File: src/rtl/mem_arbiter_pkg.sv
// Shared constants for the firmware-memory arbiter: port indices,
// byte-enable width and arbitration mode encodings.
// No logic; imported by the arbiter top.
package mem_arbiter_pkg;
    localparam int PORT_I          = 0;
    localparam int PORT_D          = 1;
    localparam int BE_W            = 4;
    localparam int ARB_ROUND_ROBIN = 0;
    localparam int ARB_DATA_FIRST  = 1;
endpackage

File: src/rtl/mem_arbiter_resp_slot.sv
// One-entry response register with valid/ready handshake.
// Load takes effect on the next edge; a load wins over a same-cycle drain.
// Backpressure: holds data while valid and ready is low; data held after clear.
module resp_slot #(
    parameter int W = 32
) (
    input  logic         clk,
    input  logic         rst,
    input  logic         load,
    input  logic [W-1:0] load_data,
    output logic         valid,
    input  logic         ready,
    output logic [W-1:0] data
);

    // Load has priority so a drain and a new grant in one cycle keeps the slot full.
    always_ff @(posedge clk) begin
        if (rst) begin
            valid <= 1'b0;
            data  <= '0;
        end else if (load) begin
            valid <= 1'b1;
            data  <= load_data;
        end else if (valid && ready) begin
            valid <= 1'b0;
        end
    end

endmodule

File: src/rtl/mem_arbiter.sv
// Shares one combinational-read memory port between fetch (port 0) and load/store (port 1).
// Grant and memory drive are combinational; responses appear one cycle after acceptance.
// A port whose response slot is full and not draining is not granted; the other port proceeds.
module mem_arbiter
    import mem_arbiter_pkg::*;
#(
    parameter int   DATA_PRIORITY    = ARB_ROUND_ROBIN,
    parameter logic RESET_LAST_GRANT = 1'b1
) (
    input  logic            clk,
    input  logic            rst,
    input  logic            i_req_valid,
    output logic            i_req_ready,
    input  logic [31:0]     i_req_addr,
    output logic            i_resp_valid,
    input  logic            i_resp_ready,
    output logic [31:0]     i_resp_rdata,
    input  logic            d_req_valid,
    output logic            d_req_ready,
    input  logic [31:0]     d_req_addr,
    input  logic [31:0]     d_req_wdata,
    input  logic [BE_W-1:0] d_req_wenable,
    output logic            d_resp_valid,
    input  logic            d_resp_ready,
    output logic [31:0]     d_resp_rdata,
    output logic [31:0]     mem_addr,
    output logic [31:0]     mem_wdata,
    output logic [BE_W-1:0] mem_wenable,
    input  logic [31:0]     mem_rdata
);

    logic elig_i;
    logic elig_d;
    logic grant_i;
    logic grant_d;
    logic last_grant;

    // Eligibility and grant selection; reset suppresses all grants.
    always_comb begin
        elig_i  = i_req_valid && (!i_resp_valid || i_resp_ready);
        elig_d  = d_req_valid && (!d_resp_valid || d_resp_ready);
        grant_i = 1'b0;
        grant_d = 1'b0;
        if (!rst) begin
            if (elig_i && elig_d) begin
                if (DATA_PRIORITY == ARB_DATA_FIRST) begin
                    grant_d = 1'b1;
                end else if (last_grant == 1'(PORT_D)) begin
                    grant_i = 1'b1;
                end else begin
                    grant_d = 1'b1;
                end
            end else begin
                grant_i = elig_i;
                grant_d = elig_d;
            end
        end
    end

    assign i_req_ready = grant_i;
    assign d_req_ready = grant_d;

    // Remember the most recent winner; idle cycles leave it untouched.
    always_ff @(posedge clk) begin
        if (rst) begin
            last_grant <= RESET_LAST_GRANT;
        end else if (grant_i) begin
            last_grant <= 1'(PORT_I);
        end else if (grant_d) begin
            last_grant <= 1'(PORT_D);
        end
    end

    // Memory port mux: fetch address by default, load/store fields only when port 1 wins.
    always_comb begin
        mem_addr    = i_req_addr;
        mem_wdata   = '0;
        mem_wenable = '0;
        if (grant_d) begin
            mem_addr    = d_req_addr;
            mem_wdata   = d_req_wdata;
            mem_wenable = d_req_wenable;
        end
    end

    resp_slot #(.W(32)) u_slot_i (
        .clk       (clk),
        .rst       (rst),
        .load      (grant_i),
        .load_data (mem_rdata),
        .valid     (i_resp_valid),
        .ready     (i_resp_ready),
        .data      (i_resp_rdata)
    );

    resp_slot #(.W(32)) u_slot_d (
        .clk       (clk),
        .rst       (rst),
        .load      (grant_d),
        .load_data (mem_rdata),
        .valid     (d_resp_valid),
        .ready     (d_resp_ready),
        .data      (d_resp_rdata)
    );

endmodule
File: config.mk
export PLATFORM = sky130hd
export DESIGN_NAME = mem_arbiter
export DESIGN_NICKNAME = d
export VERILOG_FILES = /design/src/rtl/mem_arbiter_pkg.sv /design/src/rtl/mem_arbiter_resp_slot.sv /design/src/rtl/mem_arbiter.sv
export SDC_FILE = /design/constraint.sdc
export NUM_CORES = 1
export LEC_CHECK = 0
export BUFFER_PORTS_ARGS = -buffer_cell sky130_fd_sc_hd__buf_4
export CAP_MARGIN = 10
export CORE_MARGIN = 8
export CORE_UTILIZATION = 39
export CTS_BUF_LIST = sky130_fd_sc_hd__clkbuf_16
export CTS_CLUSTER_SIZE = 28
export DETAILED_ROUTE_END_ITERATION = 7
export PLACE_DENSITY = 0.81
export SYNTH_ARGS = -nofsm -noshare
export SYNTH_HDL_FRONTEND = slang
export SYNTH_SLANG_ARGS = --single-unit
File: constraint.sdc
create_clock -name clk -period 1.8 [get_ports clk]
set_input_delay 0.09 -clock clk [delete_from_list [all_inputs] [get_ports clk]]
set_output_delay 0.09 -clock clk [all_outputs]
set_load 0.01 [all_outputs]
# Word level (Yosys, flattened, before mapping)
# Index checks and enable logic that the tools add are counted.
[totals] register_bits=67 word_cells=32 output_inout_bits=136 in_bits=138
[op_classes] n_mux=15 n_reduce_logical=12
[ops] op="$mux 32" count=2
[ops] op="$mux 1" count=12
[ops] op="$reduce_bool 2->1" count=3
[ops] op="$logic_and 1x1->1" count=5
[ops] op="$mux 4" count=1
[ops] op="$logic_not 1->1" count=2
[ops] op="$logic_or 1x1->1" count=2

# Depth between registers and ports, before layout
# Gate-level depths: netlist (run 1).
[logic_depth] word_depth=8 mapped_depth=6 depth_no_buf=4

# By module
# A second synthesis (run 1) with hierarchy kept.
[unflattened] hier_cells=300 area_unflattened_um2=3146.8
[modules_own_cells] module="resp_slot" area_each_um2=1204.9 n_inst=2 seq_area_each_um2=660.6 cells_each=108
[modules_own_cells] module="mem_arbiter" area_each_um2=737.0 n_inst=1 seq_area_each_um2=20.0 cells_each=84

# Worst setup path after synthesis (run 1)
# No wires, ideal clock.
[synth_path] kind="flip-flop to output port" from="register u_slot_i.valid" to="output mem_addr[22]" required_ns=1.710 n_path_buf=1 arrival_time_ns=1.450 setup_slack_ns=0.260 path_stages_with_launch=6 path_cell_list="dfxtp_1 > nor2b_2 > o211ai_2 > nor2_4 > buf_6 > mux2_4"
[synth_via] elab_chain_len=7
[synth_rtl] element="from (decl)" line_no="mem_arbiter_resp_slot.sv:11" source="output logic valid,"
[synth_rtl] element="from (signal assigned)" line_no="mem_arbiter_resp_slot.sv:19" source="valid <= 1'b0;"
[synth_rtl] element="from (signal assigned)" line_no="mem_arbiter_resp_slot.sv:22" source="valid <= 1'b1;"
[synth_rtl] element="from (signal assigned)" line_no="mem_arbiter_resp_slot.sv:25" source="valid <= 1'b0;"
[synth_rtl] element="$logic_not 1->1" line_no="mem_arbiter.sv:40" source="elig_i = i_req_valid && (!i_resp_valid || i_resp_ready);"
[synth_rtl] element="$logic_or 1x1->1" line_no="mem_arbiter.sv:40"
[synth_rtl] element="$logic_and 1x1->1" line_no="mem_arbiter.sv:40"
[synth_rtl] element="$logic_and 1x1->1" line_no="mem_arbiter.sv:45" source="if (elig_i && elig_d) begin"
[synth_rtl] element="$mux 1" line_no="mem_arbiter.sv:45"
[synth_rtl] element="$mux 1" line_no="mem_arbiter.sv:44" source="if (!rst) begin"
[synth_rtl] element="via d_req_ready" line_no="mem_arbiter.sv:19" source="output logic d_req_ready,"
[synth_rtl] element="$mux 32" line_no="mem_arbiter.sv:79" source="if (grant_d) begin"
[synth_rtl] element="to (decl)" line_no="mem_arbiter.sv:26" source="output logic [31:0] mem_addr,"
# The timed path passes the listed nets, and every way through them passes these cells.

# Worst setup path in the final report (run 1)
[layout_path] from="register last_grant" to="output mem_addr[25]"
[layout_via] elab_chain_len=4
[layout_rtl] element="from (decl)" line_no="mem_arbiter.sv:36" source="logic last_grant;"
[layout_rtl] element="from (signal assigned)" line_no="mem_arbiter.sv:68" source="last_grant <= 1'(PORT_I);"
[layout_rtl] element="from (signal assigned)" line_no="mem_arbiter.sv:70" source="last_grant <= 1'(PORT_D);"
[layout_rtl] element="$mux 1" line_no="mem_arbiter.sv:48" source="end else if (last_grant == 1'(PORT_D)) begin"
[layout_rtl] element="$mux 1" line_no="mem_arbiter.sv:45"
[layout_rtl] element="$mux 1" line_no="mem_arbiter.sv:44"
[layout_rtl] element="$mux 32" line_no="mem_arbiter.sv:79"
# No other way between the ends.

==> results of run 1 <==
-- worst min-delay path by stage --
stage / startpoint / end / cells after the start / slack [ns]
after global placement: rst / u_slot_d.valid / 2 / 0.32
final: mem_rdata[16] / u_slot_i.data[16] / 2 / 0.01
after CTS: mem_rdata[14] / u_slot_i.data[14] / 2 / 0.0009
after global routing: mem_rdata[11] / u_slot_i.data[11] / 2 / 0.0002
after detailed placement: rst / u_slot_d.valid / 2 / 0.33
after floorplan: mem_rdata[0] / u_slot_d.data[0] / 2 / 0.22
-- where the power goes --
group	switching [µW]	total (µW)	leakage (µW)	internal, µW
clock network	604	1660	0.000152	1060
logic	520	1280	0.00244	763
registers	61.4	1660	0.000552	1600
-- routing by layer --
| metal | up-vias | GRT usage, % | wire [µm] |
|---|---|---|---|
| li1 | 1720 | - | - |
| met4 | 0 | 6.24 | 231 |
| met2 | 153 | 42.1 | 7940 |
| met3 | 17 | 7.37 | 1200 |
| met1 | 1680 | 25.2 | 5310 |
| met5 | - | 0 | 0 |
-- stage by stage --
| stage | hold WS [ns] | worst slack, ns | power [µW] |
|---|---|---|---|
| after floorplan | 0.225 | 0.260 | 2180 |
| after global placement | 0.318 | 0.185 | 2810 |
| after detailed placement | 0.325 | 0.101 | 2840 |
| after CTS | 0.000921 | -0.0976 | 4610 |
| after global routing | 0.000196 | -0.129 | 4780 |
| final | 0.0109 | -0.0635 | 4600 |
-- cell families after synthesis --
| logic type | after synthesis |
|---|---|
| and+or+nand+nor | 139 |
| DFF | 67 |
| muxes | 64 |
| buffers and inverters | 29 |
| AOI/OAI and AO/OA | 39 |
-- final cells by class --
class / instances / area [µm²]
inverters: 2 / 7.51
clock buffers: 9 / 225
well taps: 105 / 131
multi-input cells: 242 / 1810
clock inverters: 7 / 61.3
flip-flops and latches: 67 / 1350
repair buffers: 305 / 2550
fillers: 581 / 2050
-- worst register-to-register path: cells and delay by family (launching register included) --
kind	cells	cell delay (ns)
buf+inv	3	0.53
compound gates	2	0.41
simple gates	2	0.24
flops	1	0.32
-- state kept, by name, summed over array words and instances (netlist names) --
signal,flops
u_slot_d.data,32
u_slot_i.data,32
last_grant,1
u_slot_d.valid,1
u_slot_i.valid,1
-- placed cells by master (no fill, tap or decap), types with 2 or more instances in the layout --
cell           instances
buf_4                255
nand2_1               65
dfxtp_1               65
and3_1                36
a21oi_1               34
mux2_4                32
nor2b_1               32
mux2_2                32
buf_6                 27
dlygate4sd3_1         15
clkbuf_16             10
buf_12                 5
inv_1                  4
clkinv_2               3
o21ai_0                2
buf_16                 2
-- repair_timing --
| item | 4_1_cts | 5_1_grt |
|---|---|---|
| pin swaps | 0 | 2 |
| hold endpoints to repair | 14 | 1 |
| endpoints found under the setup margin | 68 | 68 |
| setup buffers | 4 | 0 |
| hold buffers | 14 | 1 |
| gates resized for setup | 37 | 7 |
| gates cloned | 2 | 1 |
==> impl_metrics.toml, run 1 <==
[cts]
clockRootBuffer = "clkbuf_16"
clkSinkCount = 67
cts_buffers = 9
cts_max_level = 3
max-clock-path-buffers = 2
cts_tree = "done"
clk_latency_ns = 0.32
path_clk_slew_ns = 0.05

[logic_synthesis]
yosys-top-cells-area = "dfxtp_1 41%, mux2_4 13%, mux2_2 12%"
synth_top_family_by_area = "multiplexers"
synth_edf_count = 0
yosysMostFrequentCell = "dfxtp_1"
async_flop_share_pct = 0
syn_area_per_cell_um2 = 9.65
synthFlopType = "dfxtp_1"
synth_cells = 338
synth_warnings = 0
synthMuxAreaShare_pct = 25.4
synthXorXnorAreaFrac_pct = 0
synth.top_cell.area_share_pct = 41.1
synthesis.area_mm2 = 0.00326
yosys-top-cells-count = "67 x dfxtp_1, 66 x nand2_1, 36 x and3_1, 35 x mux2_2, 34 x a21oi_1"
synth_cell_types = 21
yosysTopAreaCell = "dfxtp_1"
ys_ff_latch = 67
synth_adder_area_share_pct = 0
synth_compound_area_share_pct = 6.67
synth_nets = 476
ys_seq_area_share_pct = 41.1
synthSimpleGateAreaFrac_pct = 22.0

[sta]
worst_slack_ns = -0.0635
setup_tns_ns = -1.50
fmax_ghz = 0.537
finalHoldViolations = 0
maxSlewViolCount = 0
setup_viol = 32
relSlewSlack_pct = 54.2
fin_worst_skew_ns = 0.00304
rsz0062_at_grt = "true"
worstMarginPinSlew_ns = 0.687
period_share_pct = 104
period_minus_slack_ns = 1.86

[final_layout]
stdcell_count = 737
final_util_pct = 75.0
areaGrowthSynthToFinish_pct = 87.9
diodes = 0
post-route-cell-area_mm2 = 0.00613
layout-drive-gt1-share_pct = 59.7
layout.nets = 765

[die]
die-width_um = 107
die-area_mm2 = 0.0115
initial_core_util_pct = 39.9
die_y_um = 107
core_mm2 = 0.00818
rows = 33
top_level_ports = 274

[hold_path]
worstHoldPathType = "in -> reg"

[route]
dr.pass1.iters = 4
drc = 0
ant_nets = 0
vias = 3570
vias_per_cell = 4.84
routed_wl_um = 14700
drt-initial-drc-count = 127
wire_per_inst_um = 19.9

[status]
status = "finished, violations left"
violations = "negative setup slack"

[worst_setup_path]
cp_top_family = "buffers and inverters"
critPathCapture = "mem_addr[25]"
cp_data_required_time_ns = 1.71
critPathBufInv = 3
worstPathArrival_ns = 1.77
crit_chain = "nand2_4 > o211ai_4 > nor2_4 > buf_4 > buf_16 > mux2_4 > buf_4"
crit_path_max_incr_delay_ns = 0.37
start_kind = "register"
crit-reg2reg-launch = "u_slot_i.valid"
cp.depth = 7
crit_fanout = 6
r2r_end = "u_slot_d.data[5]"
crit_type = "reg -> out"
r2r_cells = 7
cp-end-kind = "primary output"
critPathSlowestCell = "dfxtp_4"
worst-r2r-setup-slack_ns = 0.22
cp-startpoint = "last_grant"
crit_top_cell = "buf_4"

[placement]
place_inst = 699
postPlaceCellArea_mm2 = 0.00541
io_buffer_count = 273
hpwl_um = 10900
gp_congestion = 0.992

[grt]
grt_pass1_wl_um = 21200
grt_max_degree = 65
track_usage_pct = 23.2
gr-total-overflow = 0
antenna_found_initial = 0
grt_pass1_vias = 3682

[power_and_ir_drop]
ir_worst_vdd_uv = 853
power_density_mw_per_mm2 = 751
p_leak_uw = 0.00314

[flow_run]
maxCapViolCount = 0
Note: power is estimated with default switching activity, not from simulation.
==> run 2, diff against run 1 <==
--- a/config.mk
+++ b/config.mk
@@ -12,6 +12,7 @@
 export CTS_BUF_LIST = sky130_fd_sc_hd__clkbuf_16
 export CTS_CLUSTER_SIZE = 28
 export DETAILED_ROUTE_END_ITERATION = 7
+export MAX_ROUTING_LAYER = met4
 export PLACE_DENSITY = 0.81
 export SYNTH_ARGS = -nofsm -noshare
 export SYNTH_HDL_FRONTEND = slang
==> run 2 against run 1 <==
Compared with the run above:
- the flow still finishes with violations (negative setup slack)
- total power about the same
- clock power hardly changed
- critical path depth stayed put
- maximum frequency rose by 0.15%
- largest cell class unchanged
- sequential share of layout area did not move
- sequential power about the same
- cell count is the same
- global-route usage increased by 0.70 points
- clock skew up 0.00055 ns
- core utilization did not move
- critical endpoint unchanged
- combinational power about the same
- first-iteration DRC count shrank 15%
==> impl_metrics.toml, run 2 (synthesis results as in run 1) <==
[status]
status = "finished, violations left"
violations = "negative setup slack"

[power_and_ir_drop]
combPwrFrac_pct = 27.9
power_density_mw_per_mm2 = 751
clkPwrFrac_pct = 36.0
seq_power_share_pct = 36.1
ir_worst_vdd_uv = 856
p_leak_uw = 0.00314
p_switching_uw = 1180
power.internal_uw = 3420
switching_share_pct = 25.7

[cts]
clkSinkCount = 67
cts_tree = "done"
clockRootBuffer = "clkbuf_16"
cts_buffers = 9
clk_latency_ns = 0.32
cts_max_level = 3
path_clk_slew_ns = 0.05
max-clock-path-buffers = 2

[grt]
grt_pass1_wl_um = 21200
gr-total-overflow = 0
grt_max_degree = 65
antenna_found_initial = 0
track_usage_pct = 23.9
grt_pass1_vias = 3686

[sta]
rsz0062_at_grt = "true"
relSlewSlack_pct = 55.0
worst_slack_ns = -0.0607
fmax_ghz = 0.537
setup_viol = 32
worstMarginPinSlew_ns = 0.674
fin_worst_skew_ns = 0.00359
period_minus_slack_ns = 1.86
setup_tns_ns = -1.44
finalHoldViolations = 0
maxSlewViolCount = 0
period_share_pct = 103

[worst_setup_path]
crit_path_max_incr_delay_ns = 0.37
cp-startpoint = "last_grant"
crit_type = "reg -> out"
cp_data_required_time_ns = 1.71
crit_top_cell = "buf_4"
crit-reg2reg-launch = "u_slot_i.valid"
crit_fanout = 6
crit_chain = "nand2_4 > o211ai_4 > nor2_4 > buf_4 > buf_16 > mux2_4 > buf_4"
start_kind = "register"
critPathSlowestCell = "dfxtp_4"
worstPathArrival_ns = 1.77
cp-end-kind = "primary output"

[final_layout]
diodes = 0
nFillCells = 581
regArea_mm2 = 0.00135
post-route-cell-area_mm2 = 0.00613
layout_common_cells = "255 x buf_4, 65 x nand2_1, 65 x dfxtp_1, 36 x and3_1, 34 x a21oi_1"
multi_input_area_mm2 = 0.00181
final_util_pct = 75.0
layout.nets = 765
areaGrowthSynthToFinish_pct = 87.9
final_common_cell = "buf_4"
layout-drive-gt1-share_pct = 59.7
reg_top3 = "u_slot_d.data x32, u_slot_i.data x32"

[die]
die-area_mm2 = 0.0115
initial_core_util_pct = 39.9
top_level_ports = 274
die-width_um = 107
core_mm2 = 0.00818
rows = 33
die_y_um = 107

[placement]
postPlaceCellArea_mm2 = 0.00541
gp_congestion = 1.01
hpwl_um = 10900
io_buffer_count = 273

[route]
ant_nets = 0
vias_per_cell = 4.84
vias = 3569
drt-initial-drc-count = 108
wire_per_inst_um = 19.9
dr.pass1.iters = 4
drc = 0
routed_wl_um = 14700

[hold_path]
worstHoldPathType = "in -> reg"
hp-start = "mem_rdata[16]"

[flow_run]
maxCapViolCount = 0
run 2: cell counts in the layout (fill, tap and decap cells not counted):
Identical to the previous run, type by type.
run 2: per-layer routing:
metal / vias up / GRT usage (%) / part of all wire, %
li1: 1719 / - / -
met1: 1688 / 26.2 / 37
met2: 145 / 42.1 / 54
met3: 17 / 5.87 / 7.2
met4: 0 / 6.24 / 1.5
met5: - / - / 0
run 2: per-stage QoR:
step | power (µW) | hold WS, ns | worst slack [ns] | std cells
6_report | 4600 | 0.0120 | -0.0607 | 737
5_1_grt | 4780 | 0.000201 | -0.129 | 737
4_1_cts | 4610 | 0.000921 | -0.0976 | 735
3_5_place_dp | 2840 | 0.325 | 0.101 | 699
3_3_place_gp | 2810 | 0.318 | 0.185 | 699
2_1_floorplan | 2180 | 0.225 | 0.260 | 338
run 2: final timing paths:
kind / endpoint / slack, ns / depth (start not counted)
max: mem_addr[25] / -0.06 / 7
min: u_slot_i.data[16] / 0.01 / 2
max reg2reg: u_slot_d.data[5] / 0.24 / 7
min reg2reg: u_slot_d.data[23] / 0.45 / 2
run 2: layout make-up:
cell class,count,share of cell area [%]
clock buffers,9,3.67
well taps,105,2.14
flip-flops and latches,67,22.0
clock inverters,7,1.00
repair buffers,305,41.6
multi-input cells,242,29.5
inverters,2,0.122
run 2: what timing repair did:
action / 4_1_cts / 5_1_grt
setup buffers: 4 / 0
hold buffers: 14 / 1
resized for setup: 37 / 7
pin swaps: 0 / 2
hold endpoints to repair: 14 / 1
gates cloned: 2 / 1
setup endpoints to repair: 68 / 68
run 2: worst max-delay path, delay by kind of cell, from the launching register on:
family	cells	cell delay [ns]
buffers and inverters	3	0.43
AO/OA/AOI/OAI	1	0.21
multiplexers	1	0.30
AND/OR/NAND/NOR	2	0.13
flip-flops	1	0.37
run 2: power groups by stage:
stage | logic (µW) | clock network (µW) | registers (µW)
after floorplan | 453 | 0 | 1730
after global placement | 1130 | 0 | 1680
after detailed placement | 1150 | 0 | 1680
after CTS | 1260 | 1690 | 1660
after global routing | 1360 | 1750 | 1670
final | 1280 | 1660 | 1660
==> run 3, diff against run 2 <==
--- a/config.mk
+++ b/config.mk
@@ -8,12 +8,12 @@
 export BUFFER_PORTS_ARGS = -buffer_cell sky130_fd_sc_hd__buf_4
 export CAP_MARGIN = 10
 export CORE_MARGIN = 8
-export CORE_UTILIZATION = 39
-export CTS_BUF_LIST = sky130_fd_sc_hd__clkbuf_16
+export CORE_UTILIZATION = 40
+export CTS_BUF_LIST = sky130_fd_sc_hd__clkbuf_8
 export CTS_CLUSTER_SIZE = 28
 export DETAILED_ROUTE_END_ITERATION = 7
 export MAX_ROUTING_LAYER = met4
-export PLACE_DENSITY = 0.81
+export PLACE_DENSITY = 0.83
 export SYNTH_ARGS = -nofsm -noshare
 export SYNTH_HDL_FRONTEND = slang
 export SYNTH_SLANG_ARGS = --single-unit
==> run 3 against run 2 <==
Compared with the run above:
- the flow still finishes with violations (negative setup slack)
- core utilization increased by 3.1 points
- largest cell class unchanged
- sequential cell count unchanged
- sequential power about the same
- total power decreased by 5.3%
- count of clock-buffer cells in the layout unchanged
- clock power decreased by 19%
- wire length increased by 4.1%
- die area decreased by 2.1%
- sequential share of layout area decreased by 0.58 points
==> impl_metrics.toml, run 3 (synthesis results as in run 1) <==
[grt]
grt_pass1_wl_um = 22100
grt_max_degree = 65
antenna_found_initial = 0
grt_pass1_vias = 3847
gr-total-overflow = 0
track_usage_pct = 25.7

[sta]
setup_viol = 32
maxSlewViolCount = 0
period_share_pct = 104
worst_slack_ns = -0.0731
rsz0062_at_grt = "true"
period_minus_slack_ns = 1.87
finalHoldViolations = 0
fmax_ghz = 0.534
relSlewSlack_pct = 74.3
fin_worst_skew_ns = 0.00789
worstMarginPinSlew_ns = 0.385

[worst_setup_path]
worst-r2r-setup-slack_ns = 0.25
crit_path_max_incr_delay_ns = 0.32
cp-end-kind = "primary output"
critPathSlowestCell = "dfxtp_2"
start_kind = "register"
crit_chain = "nor2b_4 > o211ai_4 > nor2_4 > buf_12 > buf_16 > mux2_4 > buf_6"
cp_data_required_time_ns = 1.71
crit_type = "reg -> out"
worstPathArrival_ns = 1.78
crit_fanout = 10

[route]
vias_per_cell = 4.97
ant_nets = 0
wire_per_inst_um = 20.2
dr.pass1.iters = 5
drt-initial-drc-count = 185
routed_wl_um = 15300
vias = 3764
drc = 0

[die]
top_level_ports = 274
initial_core_util_pct = 40.5
core_mm2 = 0.00805
die-width_um = 106
die_y_um = 106
rows = 33
die-area_mm2 = 0.0113

[status]
status = "finished, violations left"
violations = "negative setup slack"

[final_layout]
reg_top3 = "u_slot_d.data x32, u_slot_i.data x32"
diodes = 0
layout_common_cells = "251 x buf_4, 65 x nand2_1, 65 x dfxtp_1, 36 x and3_1, 34 x a21oi_1"
layout-drive-gt1-share_pct = 58.3
final_common_cell = "buf_4"
areaGrowthSynthToFinish_pct = 92.6
layout.nets = 785

[power_and_ir_drop]
ir_worst_vdd_uv = 652
power_uw = 4350
p_leak_uw = 0.00319
power_density_mw_per_mm2 = 693

[hold_path]
worstHoldPathType = "in -> reg"

[placement]
gp_congestion = 0.889
io_buffer_count = 273
hpwl_um = 11100
pre_cts_ws_ns = 0.127

[cts]
clk_latency_ns = 0.34
clockRootBuffer = "clkbuf_8"
clkSinkCount = 67
cts_tree = "done"
cts_buffers = 9
path_clk_slew_ns = 0.07
cts_max_level = 3
max-clock-path-buffers = 2

[flow_run]
maxCapViolCount = 0
run 3: cell type report:
class | count | area [µm²]
clock inverter | 7 | 93.8
timing repair buffer | 325 | 2780
tap | 105 | 131
sequential | 67 | 1340
fill | 537 | 1770
multi-input combinational | 242 | 1800
clock buffer | 9 | 124
inverter | 2 | 7.51
run 3: routing by layer:
layer,share of wire (%),global-route usage [%],wire length [µm],up-vias
met5,0,-,0,-
met4,1.3,5.93,200,0
met3,7.8,8.23,1190,18
met2,54,45.0,8240,175
met1,37,27.5,5630,1812
li1,-,-,-,1759
run 3: through the flow:
stage | hold WS, ns | cells | TNS (ns) | area, µm² | utilization [%]
after floorplan | 0.225 | 338 | 0 | 3260 | -
after CTS | 0.0677 | 754 | -2.57 | 6230 | 77.3
after detailed placement | 0.332 | 698 | 0 | 5420 | 67.3
after global placement | 0.327 | 698 | 0 | 5420 | 67.3
after global routing | 0.0878 | 757 | -3.99 | 6280 | 78.0
final | 0.0893 | 757 | -1.55 | 6280 | 78.0
run 3: path summary, 6_finish.rpt:
path                                         from                 to  cells after the start
worst min register to register  u_slot_d.data[14]  u_slot_d.data[14]                      2
worst min-delay path                 d_resp_ready     u_slot_d.valid                      3
worst max-delay path               u_slot_i.valid        mem_addr[3]                      7
worst max register to register     u_slot_d.valid  u_slot_i.data[17]                      5
run 3: timing repair:
| action | in CTS | in global routing |
|---|---|---|
| resized for setup | 44 | 0 |
| endpoints found under the hold margin | 53 | 0 |
| pin swaps | 2 | 1 |
| setup buffers | 5 | 1 |
| endpoints found under the setup margin | 51 | 37 |
| cloned | 2 | 2 |
| hold buffers | 33 | 0 |
run 3: worst max-delay path: cells and delay by family, from the launching register on:
kind	cells	cell delay [ns]
AND/OR/NAND/NOR	2	0.28
AO/OA/AOI/OAI	1	0.10
buffers and inverters	3	0.43
flip-flops	1	0.32
multiplexers	1	0.32
run 3: power breakdown:
part           internal [µW]  switching (µW)  total (µW)  leakage [µW]
Sequential              1590            58.3        1650      0.000551
Clock                    777             576        1350      0.000111
Combinational            805             543        1350       0.00253
Total                   3180            1180        4350       0.00319
